**src/rtl/switch_pkg.sv**
```systemverilog
// Shared types and helpers for the switch fabric scheduler.
package switch_pkg;

  localparam int unsigned NP_DEF = 4;
  localparam int unsigned ADR_W  = 2;

  typedef enum logic [1:0] {
    IDLE  = 2'd0,
    WRITE = 2'd1,
    ACK   = 2'd2
  } state_e;

  // Port index to one-hot port vector.
  function automatic logic [NP_DEF-1:0] onehot(input logic [ADR_W-1:0] idx);
    logic [NP_DEF-1:0] vec;
    vec      = '0;
    vec[idx] = 1'b1;
    return vec;
  endfunction

endpackage

```
**src/rtl/switch_arbiter_rr.sv**
```systemverilog
// Combinational round-robin picker: first set request at or above ptr, modulo NP.
module rr_arbiter
  import switch_pkg::*;
#(
  parameter int unsigned NP = NP_DEF
) (
  input  logic [NP-1:0]    req,
  input  logic [ADR_W-1:0] ptr,
  output logic             grant_valid,
  output logic [ADR_W-1:0] grant_idx
);

  // Scan from ptr upward with wrap; the first hit wins.
  always_comb begin
    logic [ADR_W-1:0] cand;
    grant_valid = 1'b0;
    grant_idx   = '0;
    cand        = '0;
    for (int unsigned i = 0; i < NP; i++) begin
      cand = ADR_W'((32'(ptr) + i) % NP);
      if (!grant_valid && req[cand]) begin
        grant_valid = 1'b1;
        grant_idx   = cand;
      end
    end
  end

endmodule

```
**src/rtl/switch_arbiter.sv**
```systemverilog
// Central switch scheduler: round-robin grant, one-cycle FIFO write, 4-phase
// validtx/acktx handshake with the source. Optional ACK watchdog with err
// output is enabled by defining SWITCH_TIMEOUT_EN.
module switch_arbiter
  import switch_pkg::*;
#(
  parameter int unsigned DW   = 4,
  parameter int unsigned NP   = 4,
  parameter int unsigned TO_W = 4
) (
  input  logic              clk_i,
  input  logic              rst_i,
  input  logic [NP-1:0]     validtx,
  input  logic [2*NP-1:0]   adr_i,
  input  logic [DW*NP-1:0]  dat_i,
  output logic [NP-1:0]     acktx,
  output logic [DW-1:0]     fifo_o,
  output logic [NP-1:0]     wen,
  input  logic [NP-1:0]     full,
  output logic              busy
`ifdef SWITCH_TIMEOUT_EN
  ,
  output logic              err
`endif
);

  state_e           state_q, state_d;
  logic [ADR_W-1:0] rr_ptr_q, rr_ptr_d;
  logic [ADR_W-1:0] src_q, src_d;
  logic [ADR_W-1:0] dst_q, dst_d;
  logic [DW-1:0]    data_q, data_d;
  logic [NP-1:0]    elig;
  logic             gnt_valid;
  logic [ADR_W-1:0] gnt_idx;

`ifdef SWITCH_TIMEOUT_EN
  // Abort on the ACK cycle in which the counter would step to all-ones.
  localparam logic [TO_W-1:0] CntLast = {{(TO_W-1){1'b1}}, 1'b0};
  logic [TO_W-1:0] cnt_q, cnt_d;
  logic            err_q, err_d;
`endif

  // A requester is eligible only if its destination FIFO has room.
  always_comb begin
    elig = '0;
    for (int unsigned p = 0; p < NP; p++) begin
      elig[p] = validtx[p] & ~full[adr_i[2*p +: ADR_W]];
    end
  end

  rr_arbiter #(
    .NP(NP)
  ) u_rr (
    .req        (elig),
    .ptr        (rr_ptr_q),
    .grant_valid(gnt_valid),
    .grant_idx  (gnt_idx)
  );

  // Next-state logic: grant in IDLE, write for one cycle, then hold ACK.
  always_comb begin
    state_d  = state_q;
    rr_ptr_d = rr_ptr_q;
    src_d    = src_q;
    dst_d    = dst_q;
    data_d   = data_q;
`ifdef SWITCH_TIMEOUT_EN
    cnt_d    = cnt_q;
    err_d    = 1'b0;
`endif
    unique case (state_q)
      IDLE: begin
        if (gnt_valid) begin
          src_d   = gnt_idx;
          dst_d   = adr_i[2*gnt_idx +: ADR_W];
          data_d  = dat_i[DW*gnt_idx +: DW];
          state_d = WRITE;
        end
      end
      WRITE: begin
        state_d = ACK;
`ifdef SWITCH_TIMEOUT_EN
        cnt_d   = '0;
`endif
      end
      ACK: begin
        if (!validtx[src_q]) begin
          state_d  = IDLE;
          rr_ptr_d = src_q + 1'b1;
        end
`ifdef SWITCH_TIMEOUT_EN
        else if (cnt_q == CntLast) begin
          state_d  = IDLE;
          rr_ptr_d = src_q + 1'b1;
          err_d    = 1'b1;
        end else begin
          cnt_d = cnt_q + 1'b1;
        end
`endif
      end
      default: state_d = IDLE;
    endcase
  end

  // State and captured-request registers.
  always_ff @(posedge clk_i or posedge rst_i) begin
    if (rst_i) begin
      state_q  <= IDLE;
      rr_ptr_q <= '0;
      src_q    <= '0;
      dst_q    <= '0;
      data_q   <= '0;
`ifdef SWITCH_TIMEOUT_EN
      cnt_q    <= '0;
      err_q    <= 1'b0;
`endif
    end else begin
      state_q  <= state_d;
      rr_ptr_q <= rr_ptr_d;
      src_q    <= src_d;
      dst_q    <= dst_d;
      data_q   <= data_d;
`ifdef SWITCH_TIMEOUT_EN
      cnt_q    <= cnt_d;
      err_q    <= err_d;
`endif
    end
  end

  // Outputs decode from registers only, so reset clears them without a clock.
  assign busy   = (state_q != IDLE);
  assign wen    = (state_q == WRITE) ? NP'(onehot(dst_q)) : '0;
  assign acktx  = (state_q == ACK) ? NP'(onehot(src_q)) : '0;
  assign fifo_o = data_q;
`ifdef SWITCH_TIMEOUT_EN
  assign err    = err_q;
`endif

endmodule

```
**config.mk**
```make
export PLATFORM = sky130hd
export DESIGN_NAME = switch_arbiter
export DESIGN_NICKNAME = d
export VERILOG_FILES = /design/src/rtl/switch_pkg.sv /design/src/rtl/switch_arbiter_rr.sv /design/src/rtl/switch_arbiter.sv
export SDC_FILE = /design/constraint.sdc
export NUM_CORES = 1
export LEC_CHECK = 0
export ABC_AREA = 0
export ABC_CLOCK_PERIOD_IN_PS = 1800
export CAP_MARGIN = 20
export CELL_PAD_IN_SITES_DETAIL_PLACEMENT = 0
export CELL_PAD_IN_SITES_GLOBAL_PLACEMENT = 1
export CORE_MARGIN = 1.5
export CORE_UTILIZATION = 27
export DETAILED_ROUTE_END_ITERATION = 10
export PLACE_DENSITY_LB_ADDON = 0.12
export SLEW_MARGIN = 20
export SYNTH_ARGS = -nofsm -noshare
export SYNTH_HDL_FRONTEND = slang
export SYNTH_SLANG_ARGS = --single-unit
```
**constraint.sdc**
```tcl
create_clock -name clk_i -period 1.8 [get_ports clk_i]
set_input_delay 0.36 -clock clk_i [delete_from_list [all_inputs] [get_ports clk_i]]
set_output_delay 0.36 -clock clk_i [all_outputs]
set_load 0.1 [all_outputs]
```
==> flow_summary.yaml <==
worst_setup_path:
  r2r-start: "rr_ptr_q[1]"
  cp-start-kind: "input pin"
  crit_path_end_kind: "flip-flop"
  r2r-end: "dst_q[1]"
  rr_worst_depth: 4
  path_max_fanout: 7
  critPathArrivalTime_ns: 2.06
  crit_required_ns: 1.95
  path_class: "input pin to flip-flop"
  r2r_slack_ns: 0.02
logic_synthesis:
  syn_avg_cell_area_um2: 10.1
  async_flop_share_pct: 100
  synth-seq-cells: 12
  synth_edf_count: 0
  syn_area_um2: 1010
  synth_flop_cell: "dfrtp_1"
  netlist_instances: 100
  ys_types: 30
  synthesis.nets: 138
  ys_seq_area_share_pct: 29.8
  yosys_warnings: 0
timing:
  hold_violations: 0
  timing.slew.headroom_pct: 68.8
  fin_skew_ns: 0.00164
  fmax_ghz: 0.525
  rsz0062_at_grt: "yes"
  setup_viol: 6
  worst_slack_ns: -0.103
  tightest_slew_ns: 0.468
  slew_viol_final: 0
  period_share_pct: 106
  fin_crit_ns: 1.90
place:
  gp_congestion: 0.721
  place_inst: 205
  io_buffers: 46
  dpl.hpwl_mm: 2.40
pwr:
  cellPowerDensity_nw_per_um2: 1420
  finalPower_w: 0.00295
  p_leak_nw: 0.876
  peakVddDrop_mv: 0.553
drt:
  drt_wl_total_mm: 3.04
  first_pass_iters: 4
  drt_iter0_markers: 22
  viasPerCell: 4.75
  wl_per_cell_um: 14.4
  drc: 0
  ant_nets: 0
  routed-via-count: 1003
cells_and_area:
  fin_nets: 203
  utilization_pct: 57.1
  diodes: 0
  fin_cells: 211
  fillers: 337
  drive_gt1_share_pct: 52.8
  syn_to_final_growth_pct: 106
clock_tree:
  cts_root_buf: "clkbuf_8"
  clock_sinks: 12
  cts_buffers: 3
  cts_tree: "done"
  holdBufCountCts: 0
  clkLatencyLatePin_ns: 0.24
  h-tree-depth: 1
  cts_buffer_depth: 2
  path_clk_slew_ns: 0.05
die:
  die_area_um2: 4110
  core_um2: 3630
  rows: 22
  die_h_um: 64.1
  dieWidth_um: 64.1
  initial_utilization_pct: 27.8
  ios: 47
grt:
  met1_usage_pct: 19.8
  grt_pass1_vias: 1056
  grt.total_usage_pct: 16.0
  antenna_found_initial: 0
  gr-usage-met3_pct: 2.29
  grt_pass1_wl_mm: 5.09
  grt-ovfl-total: 0
  grt_max_degree: 13
  top_usage_layer: "met2"
  grt.met2_usage_pct: 28.5
outcome:
  status: "complete, but fails checks"
  violations: "negative setup slack"
worst_hold_path:
  hp-class: "input pin to async pin"
run:
  drv_cap: 0
[sequential cells by signal, indices dropped and copies added (netlist names)]
name      cells
dst_q         2
fifo_o        4
rr_ptr_q      2
src_q         2
state_q       2
[per-stage QoR]
step / setup TNS (ns) / hold slack (ns) / setup WS [ns] / instance area, um^2
floorplan: -1.51 / 0.225 / -0.217 / 1050
global placement: -7.83 / 0.535 / -0.869 / 1790
detailed placement: -8.43 / 0.542 / -0.952 / 1790
CTS: -1.10 / 0.455 / -0.184 / 1990
global route: -1.02 / 0.484 / -0.175 / 2070
finish: -0.541 / 0.442 / -0.103 / 2070
[layout by cell type, fill, tap and decap left out, types with 3 or more instances in the layout]
| master | instances |
|---|---|
| clkdlybuf4s50_1 | 17 |
| buf_12 | 14 |
| buf_4 | 13 |
| dfrtp_1 | 12 |
| nand2_1 | 11 |
| mux2i_1 | 7 |
| mux2i_4 | 5 |
| o221ai_2 | 5 |
| inv_1 | 5 |
| nor2b_2 | 4 |
| and2_1 | 4 |
| ha_1 | 4 |
| dlygate4sd2_1 | 4 |
| buf_6 | 4 |
| buf_8 | 4 |
| mux4_2 | 3 |
| mux2_4 | 3 |
| mux2_2 | 3 |
| mux2i_2 | 3 |
| clkbuf_8 | 3 |
| clkbuf_2 | 3 |
[per-layer routing]
layer	vias up	wire, um
li1	501	-
met1	469	1220
met2	31	1690
met3	2	113
met4	0	24
met5	-	0
[critical path, stage by stage]
cell,delay (ns)
clkbuf_2,0.10
buf_6,0.11
mux2i_2,0.14
a2bb2oi_2,0.22
nor3b_2,0.07
or4_4,0.54
or2_4,0.32
o221ai_2,0.19
[cell type report]
class                      count  area [um^2]  share of cell area, %
tap                           48         60.1                   2.90
multi-input combinational     80          895                   43.2
timing repair buffer          63          758                   36.6
inverter                       5         18.8                  0.905
clock buffer                   3         41.3                   1.99
sequential                    12          300                   14.5
[synthesized netlist by cell type, types with 2 or more instances]
master	n	area, um^2
and2_1	4	25.0
buf_2	3	15.0
dfrtp_1	12	300
ha_1	4	50.1
inv_1	5	18.8
mux2_2	6	67.6
mux2i_1	15	150
mux4_2	2	45.0
nand2_1	11	41.3
nand2b_1	4	25.0
nor2_1	3	11.3
nor2b_1	6	37.5
nor3b_1	3	22.5
o221ai_1	6	52.6
[timing repair]
| action | 4_1_cts | 5_1_grt |
|---|---|---|
| resized for setup | 75 | 27 |
| setup endpoints to repair | 11 | 16 |
| pin swaps | 11 | 12 |
| setup buffers | 1 | 1 |
| cloned | 1 | 0 |
| hold endpoints to repair | 0 | 0 |
[kinds of logic (layout without fill, tap and decap cells)]
| logic type | Yosys count | in the layout | synth area share [%] |
|---|---|---|---|
| mux | 24 | 24 | 28.7 |
| simple gates | 37 | 37 | 20.1 |
| flops | 12 | 12 | 29.8 |
| fa+ha+maj | 4 | 4 | 4.96 |
| buf+inv | 8 | 71 | 3.35 |
| compound gates | 15 | 15 | 13.2 |
[where the power goes]
part | internal [W] | leakage [nW] | switching (W) | total [W]
Combinational | 0.000924 | 0.707 | 0.00120 | 0.00213
Sequential | 0.000399 | 0.148 | 0.000185 | 0.000584
Clock | 0.000147 | 0.0216 | 0.0000915 | 0.000238
Total | 0.00147 | 0.876 | 0.00148 | 0.00295
[worst max-delay path by stage]
stage	endpoint	slack, ns	cells past startpoint	from
after global routing	dst_q[1]	-0.18	7	adr_i[3]
after floorplan	dst_q[0]	-0.22	7	adr_i[3]
final	dst_q[1]	-0.10	8	adr_i[5]
after detailed placement	fifo_o[0]	-0.95	7	full[1]
after global placement	dst_q[0]	-0.87	7	full[1]
after CTS	fifo_o[0]	-0.18	7	full[3]
(Power assumes the default switching activity.)
